<file path="config.mk">
export PLATFORM = sky130hd
export DESIGN_NAME = ntt_mult_stream_host
export DESIGN_NICKNAME = d
export VERILOG_FILES = /design/src/rtl/ntt_mult_stream_host.sv
export SDC_FILE = /design/constraint.sdc
export NUM_CORES = 1
export LEC_CHECK = 0
export BUFFER_PORTS_ARGS = -buffer_cell sky130_fd_sc_hd__buf_2
export CAP_MARGIN = 20
export CELL_PAD_IN_SITES_DETAIL_PLACEMENT = 1
export CELL_PAD_IN_SITES_GLOBAL_PLACEMENT = 2
export CORE_MARGIN = 3
export CORE_UTILIZATION = 34
export DETAILED_ROUTE_END_ITERATION = 8
export PLACE_DENSITY_LB_ADDON = 0.1
export SLEW_MARGIN = 40
export SYNTH_ARGS = -nofsm -noshare
export SYNTH_HDL_FRONTEND = slang
export SYNTH_SLANG_ARGS = --single-unit
export TNS_END_PERCENT = 30
</file>
<file path="constraint.sdc">
create_clock -name clk -period 3.9 [get_ports clk]
set_clock_uncertainty 0.15 [all_clocks]
set_input_delay 0.78 -clock clk [delete_from_list [all_inputs] [get_ports clk]]
set_output_delay 0.78 -clock clk [all_outputs]
set_load 0.05 [all_outputs]
</file>
<file path="src/rtl/ntt_mult_stream_host.sv">
// rtl/ntt_mult_stream_host.sv - stream-to-multiplier host sequencer: loads A/B, starts, drains results
module ntt_mult_stream_host #(
    parameter int N          = 256,
    parameter int WIDTH      = 32,
    parameter int ADDR_WIDTH = 8
) (
    input  logic                  clk,
    input  logic                  rst_n,
    input  logic                  s_valid,
    output logic                  s_ready,
    input  logic [WIDTH-1:0]      s_data,
    input  logic                  s_last,
    output logic                  m_valid,
    input  logic                  m_ready,
    output logic [WIDTH-1:0]      m_data,
    output logic                  m_last,
    output logic                  busy,
    output logic                  frame_err,
    output logic                  mult_start,
    input  logic                  mult_done,
    input  logic                  mult_busy,
    output logic                  mult_load_coeff,
    output logic                  mult_load_sel,
    output logic [ADDR_WIDTH-1:0] mult_load_addr,
    output logic [WIDTH-1:0]      mult_load_data,
    output logic [ADDR_WIDTH-1:0] mult_read_addr,
    input  logic [WIDTH-1:0]      mult_read_data
);
    localparam int WCW = $clog2(2*N+1);
    localparam int RCW = ADDR_WIDTH + 1;
    localparam logic [WCW-1:0] LAST_WORD = WCW'(2*N-1);
    localparam logic [RCW-1:0] N_RD      = RCW'(N);
    localparam logic [RCW-1:0] LAST_OUT  = RCW'(N-1);

    localparam logic [2:0] S_LOAD  = 3'd0;
    localparam logic [2:0] S_FLUSH = 3'd1;
    localparam logic [2:0] S_START = 3'd2;
    localparam logic [2:0] S_WAIT  = 3'd3;
    localparam logic [2:0] S_DRAIN = 3'd4;

    logic [2:0]            r_state;
    logic                  r_live;
    logic [WCW-1:0]        r_word;
    logic                  r_frame_err;
    logic                  r_load_coeff;
    logic                  r_load_sel;
    logic [ADDR_WIDTH-1:0] r_load_addr;
    logic [WIDTH-1:0]      r_load_data;
    logic [RCW-1:0]        r_rd;
    logic [RCW-1:0]        r_out;
    logic                  r_inflight;
    logic [1:0]            r_occ;
    logic                  r_head;
    logic [WIDTH-1:0]      r_mem [2];

    logic w_s_ready;
    logic w_s_hs;
    logic w_last_word;
    logic w_m_valid;
    logic w_m_hs;
    logic w_out_last;
    logic w_room;
    logic w_read_en;

    // r_live keeps s_ready low while rst_n is held, even though the state is LOAD
    assign w_s_ready   = r_live && (r_state == S_LOAD) && !mult_busy;
    assign w_s_hs      = s_valid && w_s_ready;
    assign w_last_word = (r_word == LAST_WORD);
    assign w_m_valid   = (r_occ != 2'd0);
    assign w_m_hs      = w_m_valid && m_ready;
    assign w_out_last  = (r_out == LAST_OUT);
    // A pop in this cycle frees a slot, so reads can stream back-to-back at full rate
    assign w_room      = (({1'b0, r_occ} + {2'b00, r_inflight}) - {2'b00, w_m_hs}) < 3'd2;
    assign w_read_en   = ((r_state == S_DRAIN) || ((r_state == S_WAIT) && mult_done))
                         && (r_rd < N_RD) && w_room;

    always_ff @(posedge clk or negedge rst_n) begin
        if (!rst_n) begin
            r_state      <= S_LOAD;
            r_live       <= 1'b0;
            r_word       <= '0;
            r_frame_err  <= 1'b0;
            r_load_coeff <= 1'b0;
            r_load_sel   <= 1'b0;
            r_load_addr  <= '0;
            r_load_data  <= '0;
            r_rd         <= '0;
            r_out        <= '0;
            r_inflight   <= 1'b0;
            r_occ        <= 2'd0;
            r_head       <= 1'b0;
            r_mem[0]     <= '0;
            r_mem[1]     <= '0;
        end else begin
            r_live       <= 1'b1;
            r_load_coeff <= w_s_hs;
            if (w_s_hs) begin
                r_load_sel  <= r_word[ADDR_WIDTH];
                r_load_addr <= r_word[ADDR_WIDTH-1:0];
                r_load_data <= s_data;
                r_word      <= w_last_word ? '0 : r_word + 1'b1;
                if (s_last != w_last_word) begin
                    r_frame_err <= 1'b1;
                end else if (r_word == '0) begin
                    r_frame_err <= 1'b0;
                end
            end

            if (w_read_en) begin
                r_rd <= r_rd + 1'b1;
            end
            r_inflight <= w_read_en;
            if (r_inflight) begin
                r_mem[r_head ^ r_occ[0]] <= mult_read_data;
            end
            if (w_m_hs) begin
                r_head <= ~r_head;
            end
            r_occ <= (r_occ + {1'b0, r_inflight}) - {1'b0, w_m_hs};

            case (r_state)
                S_LOAD:  if (w_s_hs && w_last_word) r_state <= S_FLUSH;
                S_FLUSH: r_state <= S_START;
                S_START: r_state <= S_WAIT;
                S_WAIT:  if (mult_done) r_state <= S_DRAIN;
                S_DRAIN: begin
                    if (w_m_hs && w_out_last) begin
                        r_state    <= S_LOAD;
                        r_rd       <= '0;
                        r_out      <= '0;
                        r_occ      <= 2'd0;
                        r_head     <= 1'b0;
                        r_inflight <= 1'b0;
                    end else if (w_m_hs) begin
                        r_out <= r_out + 1'b1;
                    end
                end
                default: r_state <= S_LOAD;
            endcase
        end
    end

    assign s_ready         = w_s_ready;
    assign m_valid         = w_m_valid;
    assign m_data          = r_mem[r_head];
    assign m_last          = w_m_valid && w_out_last;
    assign busy            = (r_state != S_LOAD);
    assign frame_err       = r_frame_err;
    assign mult_start      = (r_state == S_START);
    assign mult_load_coeff = r_load_coeff;
    assign mult_load_sel   = r_load_sel;
    assign mult_load_addr  = r_load_addr;
    assign mult_load_data  = r_load_data;
    assign mult_read_addr  = r_rd[ADDR_WIDTH-1:0];
endmodule

</file>
==> flow_metrics.py, run 1 <==
metrics = {
    "sta": {
        "max_freq_mhz": 322,
        "fin_tns_setup_ns": 0,
        "final_max_slew_viol_count": 0,
        "tightest_slew_ns": 0.672,
        "worst_hold_slack_ns": 0.194,
        "period_share_pct": 79.7,
        "hold_violations": 0,
        "period_minus_slack_ns": 3.11,
        "fin_ws_ns": 0.793,
        "max_slew_margin_pct": 55.0,
        "grt_setup_unrepaired": "no",
        "finalSetupViolCount": 0,
    },
    "hold_path": {
        "hold_class": "in2async",
    },
    "placed_design": {
        "numPortBuffers": 158,
        "place_ws_ns": 0.693,
        "globalplace.congestion": 0.703,
        "place_inst": 911,
        "placed_area_sq_mm": 0.00735,
        "post-dp-hpwl_um": 10700,
    },
    "clock_network": {
        "htreeDepth": 4,
        "post_cts_buffers": 0,
        "clockBufferDepth": 2,
        "clock-root-buffer": "clkbuf_16",
        "clk_pin_slew_ns": 0.06,
        "cts_tree": "yes",
        "numCtsBuffers": 17,
        "insertion_delay_ns": 0.41,
        "cts_hold_buf": 0,
        "cts_num_sinks": 143,
        "post_cts_resized": 0,
    },
    "yosys": {
        "yosys-top-cells-area": "dfrtp_1 56%, mux2_2 17%, nand2_1 7.9%",
        "syn_area_sq_mm": 0.00634,
        "ys_types": 52,
        "synthCells": 551,
        "ys_seq_elements": 143,
        "synth_top_area_cell": "dfrtp_1",
        "syn_area_per_cell_sq_um": 11.5,
        "synthFlopType": "dfrtp_1",
        "synth-edff-count": 0,
        "syn-num-nets": 628,
        "yosysTopAreaCellShare_pct": 56.5,
        "synthArstFlopShare_pct": 100,
        "yosys_warnings": 0,
        "ys_seq_area_share_pct": 56.5,
    },
    "pwr": {
        "ir_worst_vdd_uv": 300,
        "power_mw": 4.92,
        "p_leak_nw": 3.87,
        "p_per_area_mw_per_mm2": 616,
    },
    "global_routing": {
        "grt_start_max_net_pins": 79,
        "grt_pass1_vias": 5023,
        "overflow": 0,
        "antenna_found_initial": 1,
        "grt_pass1_wl_um": 24800,
        "grt_usage_pct": 15.2,
    },
    "routing": {
        "vias": 4588,
        "ant_nets": 0,
        "firstDrtPassIters": 4,
        "wl_um": 15300,
        "wl_per_cell_um": 16.3,
        "drc": 0,
        "dr.first_iter.drc_count": 159,
        "drt-vias-per-instance": 4.87,
    },
    "cells_and_area": {
        "stdcell_count": 943,
        "final_common_cell": "buf_2",
        "final_cell_mix": "157 x buf_2, 143 x dfrtp_1, 132 x nand2_1",
        "stdcell_area_sq_mm": 0.00799,
        "area_growth_pct": 26.0,
        "nNetsFinal": 778,
        "final_util_pct": 44.0,
        "n_antenna_cell": 0,
        "drive_gt1_share_pct": 42.4,
    },
    "worst_setup_path": {
        "slowest_stage": "nor3_1",
        "critPathArrivalTime_ns": 2.18,
        "worstSetupPathType": "reg2out",
        "startpoint_type": "flip-flop",
        "cp_cell_sequence": "nor3_1 -> inv_1 -> nor3b_1 -> buf_2",
        "cp_max_fo": 8,
        "required_ns": 2.97,
        "r2r_cells": 8,
        "regToRegSetupSlack_ns": 1.06,
        "crit_path_end_kind": "output pin",
        "max_stage_delay_ns": 0.60,
        "reg2reg_to": "r_rd[7]",
        "rr_startpoint": "r_occ[0]",
    },
    "flow_run": {
        "maxCapViolCount": 0,
    },
    "floorplan": {
        "core_sq_mm": 0.0181,
        "fp-row-count": 49,
        "die_x_um": 143,
        "start_util_pct": 34.9,
        "boundaryPins": 159,
        "die-height_um": 143,
        "die_area_sq_mm": 0.0203,
    },
    "run_status": {
        "status": "complete, no violations",
    },
}
[power by group]
part | internal (mW) | total, mW | leakage [nW] | switching, mW
registers | 1.62 | 1.73 | 1.74 | 0.105
clock network | 1.09 | 1.73 | 0.301 | 0.638
logic | 0.405 | 1.46 | 1.83 | 1.05
[kinds of logic after synthesis]
group / count (synthesis) / synth area share [%]
compound gates: 35 / 4.17
flops: 143 / 56.5
fa+ha+maj: 6 / 1.30
mux: 100 / 17.7
buf+inv: 46 / 3.42
other cells: 1 / 0.0592
simple gates: 203 / 14.5
xor+xnor: 17 / 2.35
[flip-flops by register name, summed over array words and instances (netlist names), 2 cells and up]
| register | count |
|---|---|
| mult_load_addr | 8 |
| mult_load_data | 32 |
| r_mem | 64 |
| r_occ | 2 |
| r_out | 9 |
| r_rd | 9 |
| r_state | 3 |
| r_word | 10 |
[Yosys cell counts, types with 2 or more instances]
cell / n
buf_4: 9
ha_1: 5
nor2_1: 19
nand2b_1: 4
a22oi_1: 3
nor2b_1: 2
and3_1: 3
o31ai_1: 2
clkbuf_1: 18
mux2i_1: 3
nor3b_1: 2
xnor2_1: 14
nand4_1: 6
buf_2: 8
a21oi_1: 4
nand3_1: 11
a31oi_1: 2
mux2_2: 96
a2111oi_2: 2
xor2_1: 3
nor3_1: 3
and2_1: 2
or4_1: 2
dfrtp_1: 143
nand2_1: 133
o21ai_0: 13
nor4_1: 3
inv_1: 9
or3_1: 4
[per-layer routing]
layer	up-vias	part of all wire, %	track usage (%)
li1	2152	-	-
met4	2	1.1	4.90
met2	99	50	25.9
met3	12	4.2	3.63
met5	-	0.065	0
met1	2323	45	19.2
[area by class of cell]
| type | count | area (sq um) |
|---|---|---|
| clock buffer | 20 | 447 |
| clock inverter | 12 | 184 |
| fill | 2018 | 10200 |
| inverter | 10 | 37.5 |
| multi-input combinational | 362 | 2560 |
| sequential | 143 | 3580 |
| tap | 229 | 287 |
| timing repair buffer | 167 | 890 |
[worst max-delay path: cells and delay by family, from the launching register on]
| kind | cells | cell delay, ns |
|---|---|---|
| flops | 1 | 0.46 |
| simple gates | 2 | 0.82 |
| buf+inv | 2 | 0.49 |
[how the worst max path moves through the flow]
stage | from | to | slack, ns
final | r_state[0] | s_ready | 0.79
after global routing | r_state[0] | s_ready | 0.67
after CTS | r_state[0] | s_ready | 0.78
after detailed placement | m_ready | r_rd[7] | 0.69
after global placement | m_ready | r_rd[7] | 0.74
after floorplan | r_state[0] | s_ready | 0.75
(Power assumes the default switching activity.)
==> inputs of run 2 (changes only) <==
Settings changed: ABC_AREA set to 1, CORE_UTILIZATION 34 to 31.
Clock period 3.9 ns to 3.2 ns, I/O delays scaled along.
==> flow_metrics.py, run 2 <==
metrics = {
    "yosys": {
        "synth_most_common_cell": "nand2_1",
        "synthMuxAreaShare_pct": 5.60,
        "synth_top_area_cell": "dfrtp_1",
        "synthFlopType": "dfrtp_1",
        "synthCells": 734,
        "yosysTopAreaCellShare_pct": 55.6,
        "synthAdderAreaFrac_pct": 1.28,
        "yosys_warnings": 0,
        "syn-num-nets": 811,
        "yosys-top-cells-area": "dfrtp_1 56%, nand2_1 14%, o21ai_0 6.7%",
        "syn_area_sq_mm": 0.00643,
        "synthArstFlopShare_pct": 100,
        "ys_top_cells_by_count": "236 x nand2_1, 143 x dfrtp_1, 86 x o21ai_0",
        "synth-edff-count": 0,
        "ys_types": 31,
        "synth_xor_xnor_area_share_pct": 0.681,
        "synth_compound_area_share_pct": 7.82,
        "synth_simple_gate_area_share_pct": 21.5,
        "ys_seq_area_share_pct": 55.6,
        "synth_top_family_by_area": "simple AND/OR/NAND/NOR gates",
        "ys_seq_elements": 143,
        "syn_area_per_cell_sq_um": 8.76,
    },
    "worst_setup_path": {
        "cp_top_family": "simple AND/OR/NAND/NOR gates",
        "cp_max_fo": 15,
        "worst-path-buf-inv": 5,
        "cp_num_cells": 17,
        "cp_cell_sequence": "inv_1 -> nand2_1 -> nand2_1 -> inv_1 -> nand2_1 -> o21ai_0 -> ha_1 -> inv_1 -> fa_1 -> inv_1 -> nor2_1 -> nand2_1 -> nor2_1 -> nand2_2 -> inv_1 -> nand2_1 -> nor3b_1",
        "required_ns": 3.35,
        "startpoint_type": "flip-flop",
        "critPathArrivalTime_ns": 3.01,
        "r2r_cells": 17,
        "rr_startpoint": "r_occ[1]",
        "slowest_stage": "fa_1",
        "max_stage_delay_ns": 0.50,
        "regToRegSetupSlack_ns": 0.34,
        "reg2reg_to": "r_rd[0]",
        "crit_path_end_kind": "flip-flop",
        "worstSetupPathType": "reg2reg",
    },
    "sta": {
        "max_freq_mhz": 349,
        "fin_tns_setup_ns": 0,
        "period_share_pct": 89.5,
        "finalSetupViolCount": 0,
        "max_slew_margin_pct": 57.1,
        "final_max_slew_viol_count": 0,
        "tightest_slew_ns": 0.643,
        "grt_setup_unrepaired": "no",
        "hold_violations": 0,
        "period_minus_slack_ns": 2.86,
    },
    "cells_and_area": {
        "n_antenna_cell": 0,
        "final_cell_mix": "235 x nand2_1, 157 x buf_2, 143 x dfrtp_1",
        "stdcell_count": 1166,
        "stdcell_area_sq_mm": 0.00813,
        "regMostFlops": "r_mem",
        "fillers": 2460,
        "final_common_cell": "nand2_1",
        "drive_gt1_share_pct": 27.0,
        "nNetsFinal": 961,
        "largest_reg_flops": 64,
        "area_growth_pct": 26.5,
    },
    "routing": {
        "wl_per_cell_um": 15.1,
        "vias": 5354,
        "drt-vias-per-instance": 4.59,
        "ant_nets": 0,
        "wl_um": 17600,
        "drc": 0,
        "firstDrtPassIters": 4,
        "dr.first_iter.drc_count": 188,
    },
    "clock_network": {
        "cts_tree": "yes",
        "insertion_delay_ns": 0.42,
        "cts_num_sinks": 143,
        "clockBufferDepth": 2,
        "clk_pin_slew_ns": 0.06,
        "post_cts_buffers": 0,
        "clock-root-buffer": "clkbuf_16",
        "numCtsBuffers": 17,
        "htreeDepth": 4,
    },
    "pwr": {
        "p_leak_nw": 4.13,
        "ir_worst_vdd_uv": 467,
        "p_per_area_mw_per_mm2": 1200,
    },
    "hold_path": {
        "hold_class": "in2async",
    },
    "global_routing": {
        "overflow": 0,
        "antenna_found_initial": 0,
        "grt_pass1_vias": 5763,
        "grt_usage_pct": 16.1,
        "grt_pass1_wl_um": 29000,
        "grt_start_max_net_pins": 65,
    },
    "floorplan": {
        "die-height_um": 150,
        "core_sq_mm": 0.0203,
        "boundaryPins": 159,
        "fp-row-count": 52,
        "die_x_um": 150,
        "start_util_pct": 31.7,
        "die_area_sq_mm": 0.0225,
    },
    "flow_run": {
        "maxCapViolCount": 0,
    },
    "placed_design": {
        "globalplace.congestion": 0.745,
        "numPortBuffers": 158,
        "placed_area_sq_mm": 0.00747,
        "post-dp-hpwl_um": 12500,
        "place_inst": 1135,
    },
    "run_status": {
        "status": "complete, no violations",
    },
}
run 2: how the worst max path moves through the flow:
stage / startpoint / end
6_report: r_occ[1] / r_rd[0]
3_3_place_gp: m_ready / r_rd[0]
3_5_place_dp: m_ready / r_rd[0]
2_1_floorplan: r_occ[1] / r_rd[3]
4_1_cts: r_occ[1] / r_rd[0]
5_1_grt: r_occ[1] / r_rd[0]
run 2: where the power goes:
| part | total, mW | switching [mW] | internal, mW |
|---|---|---|---|
| clock | 2.26 | 0.794 | 1.46 |
| sequential | 2.99 | 0.416 | 2.58 |
| combinational | 4.53 | 3.43 | 1.10 |
run 2: layer usage:
metal	global-route usage (%)	up-vias	routed length (um)
met5	0	-	0
met4	5.12	0	218
met3	3.24	22	693
met2	26.5	94	8690
met1	21.4	2627	7960
li1	-	2611	-
run 2: final cells by class:
type	instances	area [sq um]	area share [%]
clock buffer	18	429	5.28
clock inverter	13	236	2.91
inverter	80	300	3.69
multi-input combinational	476	2380	29.3
sequential	143	3580	44.0
tap	270	338	4.15
timing repair buffer	166	870	10.7
run 2: timing repair:
item / 4_1_cts / 5_1_grt
gates resized for setup: 0 / 1
hold buffers: 0 / 0
setup endpoints to repair: 0 / 7
run 2: kinds of logic after synthesis:
kind of cell | count (synthesis)
buffers and inverters | 115
AOI/OAI and AO/OA | 99
adders and majority gates | 6
DFF | 143
other | 1
and+or+nand+nor | 333
muxes | 32
xor gates and xnor gates | 5
run 2: through the flow:
step | worst slack [ns] | hold WS (ns) | total power [mW] | utilization (%)
2_1_floorplan | 0.300 | 0.194 | 6.47 | -
3_3_place_gp | 0.190 | 0.304 | 7.45 | 36.8
3_5_place_dp | -0.0127 | 0.310 | 7.62 | 36.8
4_1_cts | 0.142 | 0.0726 | 9.94 | 40.1
5_1_grt | 0.00853 | 0.0974 | 10.4 | 40.1
6_report | 0.337 | 0.0491 | 9.78 | 40.1
